[src/rtl/ac97_codec_link.sv]
// rtl/ac97_codec_link.sv - AC-link codec endpoint: deframes SDATA_OUT, serialises SDATA_IN
// Frame bit index b runs 0..255; a SYNC rising edge forces b=0 in the same cycle.
module ac97_codec_link #(
  parameter int SAMPLE_W = 18
) (
  input  logic                clk,
  input  logic                reset,
  input  logic                ac97_sync,
  input  logic                ac97_sdata_out,
  output logic                ac97_sdata_in,
  input  logic                codec_ready,
  input  logic [SAMPLE_W-1:0] adc_l,
  input  logic [SAMPLE_W-1:0] adc_r,
  output logic                adc_strobe,
  output logic [SAMPLE_W-1:0] dac_l,
  output logic [SAMPLE_W-1:0] dac_r,
  output logic                dac_valid,
  output logic                reg_wr_en,
  output logic                reg_rd_en,
  output logic [6:0]          reg_addr,
  output logic [15:0]         reg_wdata,
  input  logic [15:0]         reg_rdata,
  output logic                frame_locked,
  output logic                sync_err
);
  localparam int PAD = 20 - SAMPLE_W;

  typedef enum logic {ST_UNLOCKED, ST_LOCKED} state_t;
  state_t state, state_nx;

  logic         sync_q, frame_start, active;
  logic [7:0]   b_cnt, bi;
  logic [18:0]  rx;
  logic [19:0]  rx_now;
  logic [4:0]   tag_v;
  logic [7:0]   slot1_cmd;
  logic [19:0]  slot3;
  logic         rd_d, reply_pending;
  logic [6:0]   reply_addr;
  logic [15:0]  reply_data;
  logic [255:0] tx, tx_frame;
  logic [15:0]  tx_tag;
  logic [19:0]  tx_s1, tx_s2, tx_s3, tx_s4;

  assign rx_now       = {rx, ac97_sdata_out};
  assign frame_locked = (state == ST_LOCKED);

  always_comb begin
    state_nx    = state;
    sync_err    = 1'b0;
    frame_start = ac97_sync & ~sync_q & ~reset;
    if (frame_start) begin
      state_nx = ST_LOCKED;
      // an aligned edge arrives exactly when the counter has wrapped to 0
      if (state == ST_LOCKED && b_cnt != 8'd0) sync_err = 1'b1;
    end
    active     = ~reset & (frame_start | (state == ST_LOCKED));
    bi         = frame_start ? 8'd0 : b_cnt;
    adc_strobe = active & (bi == 8'd0);
  end

  always_comb begin
    tx_tag   = {codec_ready, reply_pending, reply_pending, codec_ready, codec_ready, 11'd0};
    tx_s1    = reply_pending ? {1'b0, reply_addr, 12'h000} : 20'd0;
    tx_s2    = reply_pending ? {reply_data, 4'h0} : 20'd0;
    tx_s3    = 20'(adc_l) << PAD;
    tx_s4    = 20'(adc_r) << PAD;
    tx_frame = {tx_tag, tx_s1, tx_s2, tx_s3, tx_s4, 160'd0};
  end

  always_ff @(posedge clk) begin
    if (reset) state <= ST_UNLOCKED;
    else       state <= state_nx;
  end

  always_ff @(posedge clk) begin
    // tracks SYNC through reset so a level held across reset is not an edge
    sync_q <= ac97_sync;
    if (reset) begin
      b_cnt         <= '0;
      rx            <= '0;
      tag_v         <= '0;
      slot1_cmd     <= '0;
      slot3         <= '0;
      rd_d          <= 1'b0;
      reply_pending <= 1'b0;
      reply_addr    <= '0;
      reply_data    <= '0;
      tx            <= '0;
      ac97_sdata_in <= 1'b0;
      dac_l         <= '0;
      dac_r         <= '0;
      dac_valid     <= 1'b0;
      reg_wr_en     <= 1'b0;
      reg_rd_en     <= 1'b0;
      reg_addr      <= '0;
      reg_wdata     <= '0;
    end else begin
      rx        <= rx_now[18:0];
      reg_wr_en <= 1'b0;
      reg_rd_en <= 1'b0;
      dac_valid <= 1'b0;
      rd_d      <= reg_rd_en;
      if (active) begin
        b_cnt <= bi + 8'd1;
        case (bi)
          8'd15: tag_v     <= rx_now[15:11];
          8'd35: slot1_cmd <= rx_now[19:12];
          8'd55: begin
            if (tag_v[4] && tag_v[3]) begin
              if (slot1_cmd[7]) begin
                reg_rd_en <= 1'b1;
                reg_addr  <= slot1_cmd[6:0];
              end else if (tag_v[2]) begin
                reg_wr_en <= 1'b1;
                reg_addr  <= slot1_cmd[6:0];
                reg_wdata <= rx_now[19:4];
              end
            end
          end
          8'd75: slot3 <= rx_now;
          8'd95: begin
            if (tag_v[4] && tag_v[1]) dac_l <= SAMPLE_W'(slot3 >> PAD);
            if (tag_v[4] && tag_v[0]) dac_r <= SAMPLE_W'(rx_now >> PAD);
            dac_valid <= tag_v[4] & (tag_v[1] | tag_v[0]);
          end
          default: ;
        endcase
        if (bi == 8'd0) begin
          ac97_sdata_in <= tx_frame[255];
          tx            <= {tx_frame[254:0], 1'b0};
          reply_pending <= 1'b0;
        end else begin
          ac97_sdata_in <= tx[255];
          tx            <= {tx[254:0], 1'b0};
        end
      end else begin
        ac97_sdata_in <= 1'b0;
      end
      // read data is valid the cycle after reg_rd_en
      if (rd_d) begin
        reply_pending <= 1'b1;
        reply_addr    <= reg_addr;
        reply_data    <= reg_rdata;
      end
    end
  end
endmodule
[config.mk]
export PLATFORM = sky130hd
export DESIGN_NAME = ac97_codec_link
export DESIGN_NICKNAME = d
export VERILOG_FILES = /design/src/rtl/ac97_codec_link.sv
export SDC_FILE = /design/constraint.sdc
export NUM_CORES = 1
export LEC_CHECK = 0
export ABC_AREA = 1
export BUFFER_PORTS_ARGS = -buffer_cell sky130_fd_sc_hd__buf_4
export CAP_MARGIN = 40
export CELL_PAD_IN_SITES_DETAIL_PLACEMENT = 1
export CELL_PAD_IN_SITES_GLOBAL_PLACEMENT = 1
export CORE_MARGIN = 1.5
export CORE_UTILIZATION = 25
export CTS_BUF_LIST = sky130_fd_sc_hd__clkbuf_4
export CTS_CLUSTER_DIAMETER = 200
export DETAILED_ROUTE_END_ITERATION = 16
export PLACE_DENSITY = 0.6
export SYNTH_ARGS = -nofsm -noshare
export SYNTH_HDL_FRONTEND = slang
export SYNTH_SLANG_ARGS = --single-unit
[constraint.sdc]
create_clock -name clk -period 2.7 [get_ports clk]
set_clock_uncertainty 0.15 [all_clocks]
set_input_delay 0.135 -clock clk [delete_from_list [all_inputs] [get_ports clk]]
set_output_delay 0.135 -clock clk [all_outputs]
set_load 0.02 [all_outputs]
Yosys cells after proc, flatten, opt, wreduce, memory -nomap -nowiden --
Index checks and enable logic that the tools add are counted.
Operators by class: equal/unequal tests 5, reduce and logical (&&, ||, !) cells 21, mux-type cells 14, add/subtract/negate cells 1, bitwise operators 14
Operators with widths (count):
- 256-bit two-way mux | 1
- 20-bit two-way mux | 1
- 19-bit two-way mux | 1
- 8-bit by 6-bit equality test with 1-bit output, second input constant | 2
- 8-bit by 7-bit equality test with 1-bit output, second input constant | 2
- 7-bit two-way mux | 2
- 8-bit by 1-bit adder with 8-bit output, second input constant | 1
- 8-bit by 4-bit equality test with 1-bit output, second input constant | 1
- 8-bit logical NOT | 1
- 1-bit two-way mux | 8
- 8-bit two-way mux | 1
- 2-bit AND reduction | 4
- 8-bit nonzero test | 1
- 1-bit inverter | 7
- 3-bit AND reduction | 2
- 2-bit nonzero test | 3
- 1-bit AND | 5
- 5-bit AND reduction | 1
- 5-bit OR reduction | 1
- 1-bit logical AND | 4
- 4-bit AND reduction | 1
- 4-bit OR reduction | 1
- 3-bit OR reduction | 1
- 1-bit bitwise OR | 2
- 2-bit OR reduction | 1
Storage, ports and cells: register bits 406, input port bits 57, word-level logic and storage cells 75

Depth between registers and ports, before layout --
Gate-level depths: netlist of run 1.
depth after elaboration 8, depth in mapped cells 15, gate-level depth less buffers 12

Worst setup path after synthesis of run 1 --
No wires, ideal clock.
path type register -> register, from reg sync_q, to reg tag_v[1], clock period less this slack 2.042 ns, setup time 0.116 ns, setup slack 0.658 ns, stages on the path, launching flop included 14, arrival time 1.777 ns, path through dfxtp_1 > inv_1 > nand3_4 > buf_6 > nand2_1 > inv_1 > ha_1 > nand2_1 > nand3b_1 > nor2_4 > buf_4 > nand2_1 > o21ai_0 > nor2_1
Between the ends: longest elaborated chain between the ends 6, elaborated cells on any way between the ends 8, classes of those cells 1 x eq/ne; 1 x mux; 5 x bitwise; 1 x reduce/logical
RTL lines:
- from (decl) | line 31 | logic sync_q, frame_start, active;
- from (signal assigned) | line 78 | sync_q <= ac97_sync;
- 1-bit inverter (*) | line 51 | frame_start = ac97_sync & ~sync_q & ~reset;
- 1-bit AND (*) (2 in series) | line 51
- 8-bit two-way mux or 1-bit bitwise OR (tied branches) | line 58, 57
- 8-bit by 4-bit equality test with 1-bit output or 1-bit AND (tied branches) | line 106, 57
- 2-bit AND reduction (no line) (*)
- to (signal assigned) | line 107 | 8'd15: tag_v <= rx_now[15:11];
- to (decl) | line 35 | logic [4:0] tag_v;
Mark *: on every way between the ends. The rest lies on a longest branch, timed or not. A chain may end at the register's enable or synchronous reset.

Final worst setup path of run 1 --
from reg sync_q, to out adc_strobe
Between the ends: longest elaborated chain between the ends 6, elaborated cells on any way between the ends 8, classes of those cells 1 x mux; 6 x bitwise; 1 x reduce/logical
RTL lines:
- 1-bit inverter (*) | line 51
- 1-bit AND (*) (2 in series) | line 51
- 8-bit two-way mux or 1-bit bitwise OR (tied branches) | line 58, 57
- 8-bit logical NOT or 1-bit AND (tied branches) | line 59, 57
- 1-bit AND (*) | line 59 | adc_strobe = active & (bi == 8'd0);
- to (decl) | line 14 | output logic adc_strobe,
Marked as above.

==> results.py, run 1 <==
metrics = {
    "sta": {
        "fin_crit_sh_pct": 93.6,
        "period_needed_ns": 2.53,
        "tns_ns": 0,
        "tightestPinTransition_ns": 0.878,
        "relSlewSlack_pct": 41.4,
        "maxSlewViolCount": 0,
        "setup_viol": 0,
        "rsz0062_at_grt": "false",
        "hold_viol": 0,
        "fmax_ghz": 0.396,
        "fin_ws_ns": 0.173,
    },
    "worst_setup_path": {
        "arrival_ns": 2.24,
        "reg2reg_to": "tx[238]$_SDFFE_PP0P_",
        "cp-endpoint": "adc_strobe",
        "rr_worst_depth": 10,
        "crit_family": "buffers and inverters",
        "crit_start": "sync_q$_DFF_P_",
        "crit_path_start_kind": "flip-flop",
        "crit_chain": "inv_1, nand3_4, buf_4, o21ai_4, nand2_2, buf_6, nor2_4, buf_4",
        "critPathMostFrequentCell": "buf_4",
        "regToRegSetupSlack_ns": 0.40,
        "cp_max_fo": 18,
        "crit_required_ns": 2.41,
        "crit_cells": 8,
        "crit_slowest_cell": "dfxtp_1",
        "worst-path-buf-inv": 4,
        "critPathKind": "flip-flop to primary output",
        "critical-path-max-stage-delay_ns": 0.29,
        "setup.worst_path.end_class": "primary output",
        "rr_startpoint": "sync_q$_DFF_P_",
    },
    "status": {
        "status": "complete, no violations",
    },
    "global_routing": {
        "grt_overflow_total": 0,
        "grt_use_met1_pct": 18.6,
        "gr-usage-all-layers_pct": 15.2,
        "grt_pass1_wl_um": 51100,
        "grt_pass1_vias": 10259,
        "met2_usage_pct": 25.4,
        "grt_max_degree": 79,
        "busiest_layer": "met2",
        "use_met3_pct": 3.99,
        "antenna_found_initial": 3,
    },
    "flow_run": {
        "drv_cap": 0,
    },
    "logic_synthesis": {
        "yosysTopAreaCellShare_pct": 48.1,
        "syn-mean-instance-area_sq_um": 7.01,
        "synth_warnings": 0,
        "yosys.area.top_type": "dfxtp_1",
        "synthTopCellsByArea": "dfxtp_1 (48%), nand2_1 (11%), nand3_1 (9.2%), nor2_1 (8.3%), inv_1 (6.6%)",
        "ys_seq_area_share_pct": 48.1,
        "ys_ff_latch": 241,
        "syn-cell-area_sq_um": 10000,
        "synth_cell_types": 34,
        "synth_nets": 1489,
        "synth_cells": 1431,
    },
    "layout": {
        "final_util_pct": 33.5,
        "stdcell_count": 2223,
        "drive_above_1_share_pct": 16.3,
        "num-fill-cells": 4978,
        "areaGrowthSynthToFinish_pct": 32.5,
        "fin_nets": 1703,
        "fin_area_sq_um": 13300,
        "multiInputGateArea_sq_um": 4110,
        "regArea_sq_um": 4830,
    },
    "power_and_ir_drop": {
        "ir_drop_v": 0.000243,
        "powerDensity_nw_per_um2": 617,
        "p_leak_nw": 5.87,
    },
    "cts": {
        "clk_path_buf_depth": 3,
        "cts_buffers": 73,
        "path_clk_slew_ns": 0.06,
        "clk_latency_ns": 0.74,
        "htreeDepth": 3,
        "clock_sinks": 241,
        "clockRootBuffer": "clkbuf_4",
        "cts_tree": "yes",
    },
    "floorplanning": {
        "fp.dieH_um": 203,
        "die_x_um": 203,
        "core_sq_um": 39600,
        "num_rows": 73,
        "start_util_pct": 25.3,
        "ioPinCount": 123,
        "die_area_sq_um": 41300,
    },
    "placed_design": {
        "dp_slack_ns": 0.427,
        "dp_hpwl_um": 18400,
        "dp_cells": 2007,
        "port_buffers": 122,
        "dpl-instance-area_sq_um": 11400,
        "gp_congestion": 0.717,
    },
    "worst_hold_path": {
        "hold_path.class": "input pin to flip-flop",
        "worstHoldStart": "ac97_sdata_out",
    },
    "route": {
        "drtIter0Drc": 350,
        "firstDrtPassIters": 4,
        "via_per_inst": 4.41,
        "wirelength_um": 31200,
        "vias": 9810,
        "drc_errors": 0,
        "postRouteAntennaNets": 0,
        "avgRoutedWirePerCell_um": 14.0,
    },
}
==> area by class of cell <==
type                       count  area share [%]
inverter                     183            5.19
multi-input combinational    916            30.9
antenna                        4          0.0753
sequential                   241            36.3
clock buffer                 105            5.93
timing repair buffer         230            15.3
clock inverter                19            1.33
tap                          525            4.94
==> layer usage <==
layer  part of all wire, %  vias up  wire [um]
met3                   4.7       60       1470
met1                    46     4637      14500
met5                     0        -          0
met2                    46      164      14500
li1                      -     4949          -
met4                   2.4        0        734
==> metrics by stage <==
stage	hold slack, ns	total power, mW
2_1_floorplan	0.0127	4.16
3_3_place_gp	0.153	4.38
3_5_place_dp	0.155	4.40
4_1_cts	0.00379	8.35
5_1_grt	0.0431	8.67
6_report	0.0553	8.20
==> power by group <==
part	switching, mW	leakage [nW]	internal (mW)
logic	0.459	3.36	0.303
clock network	1.64	0.566	2.15
registers	0.0313	1.95	3.62
total	2.13	5.87	6.07
==> synth_stat cells (all sizes together) <==
cell type  number
a21oi         130
nand3         188
nor4            2
o21ai          63
nand4           6
inv           181
clkinv          2
nor3            2
ha              1
nand2         294
and2            1
buf            36
a22oi           1
nand3b          1
nor2          225
dfxtp         241
clkbuf         55
o21bai          2
==> layout by cell type (no fill, tap or decap), types with 15 or more instances in the layout <==
| master | Yosys | routed |
|---|---|---|
| nand3_1 | 184 | 184 |
| nand2_1 | 289 | 289 |
| buf_4 | 8 | 135 |
| nor2_1 | 222 | 221 |
| inv_1 | 177 | 177 |
| dlygate4sd3_1 | 0 | 87 |
| clkbuf_4 | 0 | 105 |
| clkinv_1 | 2 | 15 |
| dfxtp_1 | 241 | 240 |
| a21oi_1 | 129 | 129 |
| o21ai_0 | 55 | 55 |
==> flip-flops by register name, indices dropped and copies added, names as in the netlist, 5 cells and up <==
name,count
reply_data,16
slot3,18
tx,93
slot1_cmd,8
reg_wdata,16
reg_addr,7
tag_v,5
rx,19
b_cnt,8
dac_r,18
reply_addr,7
dac_l,18
==> worst register-to-register path, delay by kind of cell, from the launching register on <==
family,cells,cell delay (ns)
buf+inv,5,1.23
flops,1,0.29
simple gates,4,0.50
compound gates,1,0.08
==> repair_timing <==
item,4_1_cts,5_1_grt
hold endpoints to repair,118,0
resized for setup,1,4
pin swaps,1,0
hold buffers,87,0
setup endpoints to repair,1,15
setup buffers,1,0
==> cell families (layout without fill, tap and decap cells) <==
| kind of cell | count (synthesis) | after routing | share of synthesized area [%] |
|---|---|---|---|
| buffers and inverters | 274 | 537 | 11.2 |
| adder cells (fa/ha/maj) | 1 | 1 | 0.125 |
| AND/OR/NAND/NOR | 719 | 719 | 30.5 |
| flip-flops | 241 | 241 | 48.1 |
| AO/OA/AOI/OAI | 196 | 196 | 10.0 |
| other | 0 | 4 | 0 |
==> worst min path at each step <==
stage                        to  slack, ns  cells past startpoint
2_1_floorplan    sync_q$_DFF_P_       0.01                      0
3_3_place_gp     sync_q$_DFF_P_       0.15                      1
3_5_place_dp     sync_q$_DFF_P_       0.15                      1
4_1_cts        rx[0]$_SDFF_PP0_      0.004                      4
5_1_grt        rx[0]$_SDFF_PP0_       0.04                      4
6_report       rx[0]$_SDFF_PP0_       0.06                      4
Note: power is estimated with default switching activity, not from simulation.
==> run 2, diff against run 1 <==
--- a/config.mk
+++ b/config.mk
@@ -11,11 +11,11 @@
 export CELL_PAD_IN_SITES_DETAIL_PLACEMENT = 1
 export CELL_PAD_IN_SITES_GLOBAL_PLACEMENT = 1
 export CORE_MARGIN = 1.5
-export CORE_UTILIZATION = 25
+export CORE_UTILIZATION = 43
 export CTS_BUF_LIST = sky130_fd_sc_hd__clkbuf_4
 export CTS_CLUSTER_DIAMETER = 200
 export DETAILED_ROUTE_END_ITERATION = 16
-export PLACE_DENSITY = 0.6
+export PLACE_DENSITY = 0.9
 export SYNTH_ARGS = -nofsm -noshare
 export SYNTH_HDL_FRONTEND = slang
 export SYNTH_SLANG_ARGS = --single-unit
==> results.py, run 2 (same netlist as run 1, synthesis figures left out) <==
metrics = {
    "floorplanning": {
        "start_util_pct": 44.0,
        "die_area_sq_um": 24200,
        "num_rows": 55,
        "die_x_um": 156,
        "core_sq_um": 22800,
        "ioPinCount": 123,
        "fp.dieH_um": 156,
    },
    "global_routing": {
        "gr-usage-all-layers_pct": 26.5,
        "antenna_found_initial": 1,
        "grt_pass1_vias": 10640,
        "grt_pass1_wl_um": 51700,
        "grt_max_degree": 84,
        "grt_overflow_total": 0,
    },
    "placed_design": {
        "dpl-instance-area_sq_um": 11100,
        "port_buffers": 122,
        "gp_congestion": 0.758,
        "dp_slack_ns": 0.271,
        "dp_hpwl_um": 17800,
    },
    "power_and_ir_drop": {
        "swShare_pct": 26.0,
        "powerDensity_nw_per_um2": 625,
        "seqPwrFrac_pct": 46.6,
        "power_frac_comb_pct": 9.3,
        "ir_drop_v": 0.000266,
        "intPower_mw": 5.79,
        "p_leak_nw": 5.63,
        "p_sw_mw": 2.04,
        "clkPwrFrac_pct": 44.1,
    },
    "sta": {
        "maxSlewViolCount": 0,
        "setup_viol": 0,
        "tightestPinTransition_ns": 0.865,
        "hold_ws_ns": 0.0276,
        "fin_crit_sh_pct": 96.6,
        "rsz0062_at_grt": "true",
        "fin_ws_ns": 0.0912,
        "period_needed_ns": 2.61,
        "tns_ns": 0,
        "fmax_ghz": 0.383,
        "hold_viol": 0,
        "relSlewSlack_pct": 42.2,
    },
    "worst_setup_path": {
        "cp_max_fo": 24,
        "worst-path-buf-inv": 3,
        "crit_chain": "inv_1, nand2_2, nand2_4, nand2_4, buf_4, nor2_4, buf_4",
        "setup.worst_path.end_class": "primary output",
        "critical-path-max-stage-delay_ns": 0.30,
        "critPathKind": "flip-flop to primary output",
        "crit_slowest_cell": "dfxtp_1",
        "crit_family": "simple AND/OR/NAND/NOR gates",
        "arrival_ns": 2.32,
        "crit_required_ns": 2.41,
        "crit_path_start_kind": "flip-flop",
    },
    "route": {
        "drc_errors": 0,
        "avgRoutedWirePerCell_um": 16.4,
        "firstDrtPassIters": 4,
        "vias": 10081,
        "drtIter0Drc": 533,
        "via_per_inst": 5.13,
        "postRouteAntennaNets": 0,
        "wirelength_um": 32200,
    },
    "layout": {
        "drive_above_1_share_pct": 16.4,
        "fin_nets": 1665,
        "layout_common_cells": "nand2_1 (288), dfxtp_1 (241), nor2_1 (220)",
        "largest_reg_flops": 93,
        "areaGrowthSynthToFinish_pct": 25.1,
        "fin_area_sq_um": 12500,
        "reg.largest.list": "tx x93, rx x19",
        "layout_commonest_cell": "nand2_1",
        "largest_register": "tx",
    },
    "worst_hold_path": {
        "hold_path.class": "input pin to flip-flop",
    },
    "cts": {
        "cts_tree": "yes",
        "path_clk_slew_ns": 0.06,
        "clock_sinks": 241,
        "clk_latency_ns": 0.67,
        "htreeDepth": 3,
        "clk_path_buf_depth": 3,
        "clockRootBuffer": "clkbuf_4",
        "cts_setup_buffers": 0,
        "cts_buffers": 66,
    },
    "flow_run": {
        "drv_cap": 0,
    },
    "status": {
        "status": "complete, no violations",
    },
}
==> run 2: changes by cell type in the layout (fill, tap and decap cells not counted), sizes merged <==
cell | previous run | this run
clkinvlp | 0 | 1
bufinv | 4 | 2
clkinv | 15 | 7
clkbuf | 105 | 103
inv | 183 | 182
diode | 4 | 1
buf | 143 | 141
dlygate4sd3 | 87 | 58
==> run 2: metal layers <==
metal  share of wire (%)  vias up  track usage (%)
li1                    -     4860                -
met1                  42     4864             29.7
met2                  51      274             47.4
met3                 4.5       83             5.69
met4                 3.4        0             13.5
met5                   0        -                0
==> run 2: stage by stage <==
step                      utilization [%]  instances  total power [mW]
final                                55.0       1965              7.83
after global placement               48.6       1794              4.34
after detailed placement             48.6       1794              4.36
after global routing                 55.0       1965              8.17
after CTS                            55.0       1964              7.87
after floorplan                         -       1431              4.16
==> run 2: final cells by class <==
| type | instances | area, sq um |
|---|---|---|
| sequential | 241 | 4820 |
| multi-input combinational | 916 | 4100 |
| fill | 2941 | 10200 |
| inverter | 183 | 689 |
| antenna | 1 | 2.50 |
| tap | 313 | 392 |
| clock buffer | 103 | 773 |
| clock inverter | 9 | 90.1 |
| timing repair buffer | 199 | 1660 |
==> run 2: final timing paths <==
path | slack, ns | depth (start not counted) | startpoint | endpoint
max reg2reg | 0.19 | 12 | sync_q$_DFF_P_ | dac_l[2]$_SDFFE_PP0P_
min reg2reg | 0.26 | 2 | rx[0]$_SDFF_PP0_ | rx[1]$_SDFF_PP0_
max | 0.09 | 7 | sync_q$_DFF_P_ | adc_strobe
min | 0.03 | 2 | ac97_sync | sync_q$_DFF_P_
==> run 2: power groups by stage <==
stage | registers [mW] | clock network [mW] | logic, mW
CTS | 3.65 | 3.51 | 0.706
finish | 3.65 | 3.45 | 0.730
detailed placement | 3.73 | 0 | 0.631
global placement | 3.72 | 0 | 0.613
floorplan | 3.72 | 0 | 0.439
global route | 3.65 | 3.71 | 0.807
==> run 2: worst register-to-register path: stages, from the launching register on <==
cell and delay, ns:
dfxtp_1 0.32, inv_1 0.09, nand3_4 0.10, nand2_1 0.05, inv_1 0.08, ha_1 0.23
nand2_1 0.07, nand3b_1 0.21, nor2_4 0.31, nand3_4 0.40, nand2_1 0.18, nand2_1 0.08
nor2_1 0.15
==> run 2: what timing repair did <==
action,CTS,global route
gates resized for setup,1,2
hold buffers,58,0
endpoints found under the setup margin,1,4
pin swaps,0,2
endpoints found under the hold margin,139,0
cloned,0,0
==> run 3, diff against run 2 <==
--- a/config.mk
+++ b/config.mk
@@ -15,7 +15,9 @@
 export CTS_BUF_LIST = sky130_fd_sc_hd__clkbuf_4
 export CTS_CLUSTER_DIAMETER = 200
 export DETAILED_ROUTE_END_ITERATION = 16
+export GPL_ROUTABILITY_DRIVEN = 1
 export PLACE_DENSITY = 0.9
+export REMOVE_ABC_BUFFERS = 1
 export SYNTH_ARGS = -nofsm -noshare
 export SYNTH_HDL_FRONTEND = slang
 export SYNTH_SLANG_ARGS = --single-unit
==> constraint.sdc (replaced) <==
create_clock -name clk -period 2.7 [get_ports clk]
set_clock_uncertainty 0.15 [all_clocks]
set_input_delay 0.27 -clock clk [delete_from_list [all_inputs] [get_ports clk]]
set_output_delay 0.27 -clock clk [all_outputs]
set_load 0.02 [all_outputs]
==> results.py, run 3 (same netlist as run 1, synthesis figures left out) <==
metrics = {
    "floorplanning": {
        "core_sq_um": 22800,
        "ioPinCount": 123,
        "fp.dieH_um": 156,
        "die_area_sq_um": 24200,
        "die_x_um": 156,
        "start_util_pct": 44.0,
        "num_rows": 55,
    },
    "cts": {
        "clk_latency_ns": 0.73,
        "cts_tree": "yes",
        "path_clk_slew_ns": 0.08,
        "clockRootBuffer": "clkbuf_4",
        "clock_sinks": 241,
        "cts_buffers": 61,
        "clk_path_buf_depth": 3,
        "htreeDepth": 2,
    },
    "worst_hold_path": {
        "worstHoldStart": "ac97_sync",
        "hold_path.class": "input pin to flip-flop",
        "holdPathEnd": "sync_q$_DFF_P_",
        "whs_path_depth": 2,
    },
    "global_routing": {
        "grt_pass1_vias": 11591,
        "grt_max_degree": 130,
        "grt_overflow_total": 0,
        "antenna_found_initial": 2,
        "use_met3_pct": 5.92,
        "busiest_layer": "met2",
        "gr-usage-all-layers_pct": 32.7,
        "grt_use_met1_pct": 36.6,
        "met2_usage_pct": 58.7,
        "grt_pass1_wl_um": 62600,
    },
    "power_and_ir_drop": {
        "swShare_pct": 29.1,
        "p_sw_mw": 2.27,
        "ir_drop_v": 0.000309,
        "seqPwrFrac_pct": 46.8,
        "intPower_mw": 5.53,
        "p_total_mw": 7.80,
        "powerDensity_nw_per_um2": 614,
        "clkPwrFrac_pct": 42.9,
        "power_frac_comb_pct": 10.3,
        "p_leak_nw": 5.71,
    },
    "worst_setup_path": {
        "rr_worst_depth": 13,
        "crit_required_ns": 2.28,
        "setup.worst_path.end_class": "primary output",
        "reg2reg_to": "dac_l[14]$_SDFFE_PP0P_",
        "crit_path_start_kind": "flip-flop",
        "critPathKind": "flip-flop to primary output",
        "regToRegSetupSlack_ns": 0.25,
        "rr_startpoint": "sync_q$_DFF_P_",
        "arrival_ns": 2.26,
        "cp_max_fo": 13,
    },
    "placed_design": {
        "dp_hpwl_um": 19100,
        "dpl-instance-area_sq_um": 11300,
        "gp_congestion": 0.929,
        "dp_cells": 1808,
        "port_buffers": 122,
    },
    "route": {
        "postRouteAntennaNets": 0,
        "firstDrtPassIters": 5,
        "vias": 10792,
        "drc_errors": 0,
        "via_per_inst": 5.47,
        "wirelength_um": 39900,
        "drtIter0Drc": 750,
        "avgRoutedWirePerCell_um": 20.2,
    },
    "sta": {
        "hold_viol": 0,
        "fmax_ghz": 0.373,
        "relSlewSlack_pct": 61.0,
        "fin_crit_sh_pct": 99.3,
        "tightestPinTransition_ns": 0.585,
        "maxSlewViolCount": 0,
        "period_needed_ns": 2.68,
        "rsz0062_at_grt": "true",
        "setup_viol": 0,
    },
    "layout": {
        "layout_commonest_cell": "nand2_1",
        "areaGrowthSynthToFinish_pct": 26.8,
        "layout_common_cells": "nand2_1 (289), dfxtp_1 (241), nor2_1 (221)",
        "drive_above_1_share_pct": 16.3,
        "largest_register": "tx",
        "reg.largest.list": "tx x93, rx x19",
        "stdcell_count": 1974,
        "fin_nets": 1674,
        "largest_reg_flops": 93,
        "fin_area_sq_um": 12700,
    },
    "flow_run": {
        "drv_cap": 0,
    },
    "status": {
        "status": "complete, no violations",
    },
}
## run 3: cell types whose count changed in the layout (fill, tap and decap cells not counted), moves of 2 or more
cell,delta
inv_2,+2
clkinv_1,+9
buf_4,+3
nand2_2,-3
buf_12,+9
clkbuf_4,-19
nand2_4,+2
buf_16,+2
clkinv_2,+4
## run 3: through the flow
stage | TNS (ns) | hold WS [ns] | util [%] | setup slack (ns)
2_1_floorplan | -94.06 | 0.148 | - | -1.15
6_report | 0 | 0.172 | 55.8 | 0.0182
5_1_grt | -0.0275 | 0.144 | 55.8 | -0.0275
4_1_cts | 0 | 0.120 | 55.7 | 0.0154
3_5_place_dp | 0 | 0.279 | 49.8 | 0.362
3_3_place_gp | 0 | 0.239 | 49.5 | 0.429
## run 3: worst max path at each step
stage | start | cells past startpoint | end
after global placement | b_cnt[3]$_SDFFE_PP0P_ | 7 | reply_pending$_SDFFE_PP0P_
after global routing | b_cnt[6]$_SDFFE_PP0P_ | 6 | adc_strobe
after floorplan | reset | 5 | adc_strobe
after CTS | sync_q$_DFF_P_ | 7 | adc_strobe
after detailed placement | reset | 13 | tag_v[1]$_SDFFE_PP0P_
final | b_cnt[6]$_SDFFE_PP0P_ | 6 | adc_strobe
## run 3: area by class of cell
type                       instances  area, sq um
fill                            2896        10100
clock inverter                    22          140
sequential                       241         4820
inverter                         183          689
antenna                            2         5.00
multi-input combinational        916         4110
timing repair buffer             213         1920
tap                              313          392
clock buffer                      84          631
## run 3: repair_timing
item | in CTS | in global routing
endpoints found under the hold margin | 81 | 0
endpoints found under the setup margin | 1 | 2
resized for setup | 1 | 4
hold buffers | 57 | 0
setup buffers | 1 | 0
pin swaps | 1 | 0
## run 3: power groups by stage
stage                     Sequential [mW]  Clock [mW]  Combinational, mW
after floorplan                      3.72           0              0.386
after global placement               3.72           0              0.636
after detailed placement             3.73           0              0.669
after CTS                            3.65        3.24              0.759
after global routing                 3.66        3.53              0.865
final                                3.65        3.35              0.800
## run 3: per-layer routing
metal / up-vias / wire, um / part of all wire, %
li1: 4884 / - / -
met3: 147 / 1960 / 4.9
met2: 427 / 20400 / 51
met5: - / 0 / 0
met1: 5334 / 15700 / 39
met4: 0 / 1860 / 4.7
## run 3: critical path, cell delays in order, from the launching register on
cell     delay [ns]
dfxtp_1        0.44
inv_2          0.11
nand2_1        0.17
o21ai_4        0.30
nand2_4        0.17
nor2_2         0.18
buf_4          0.18
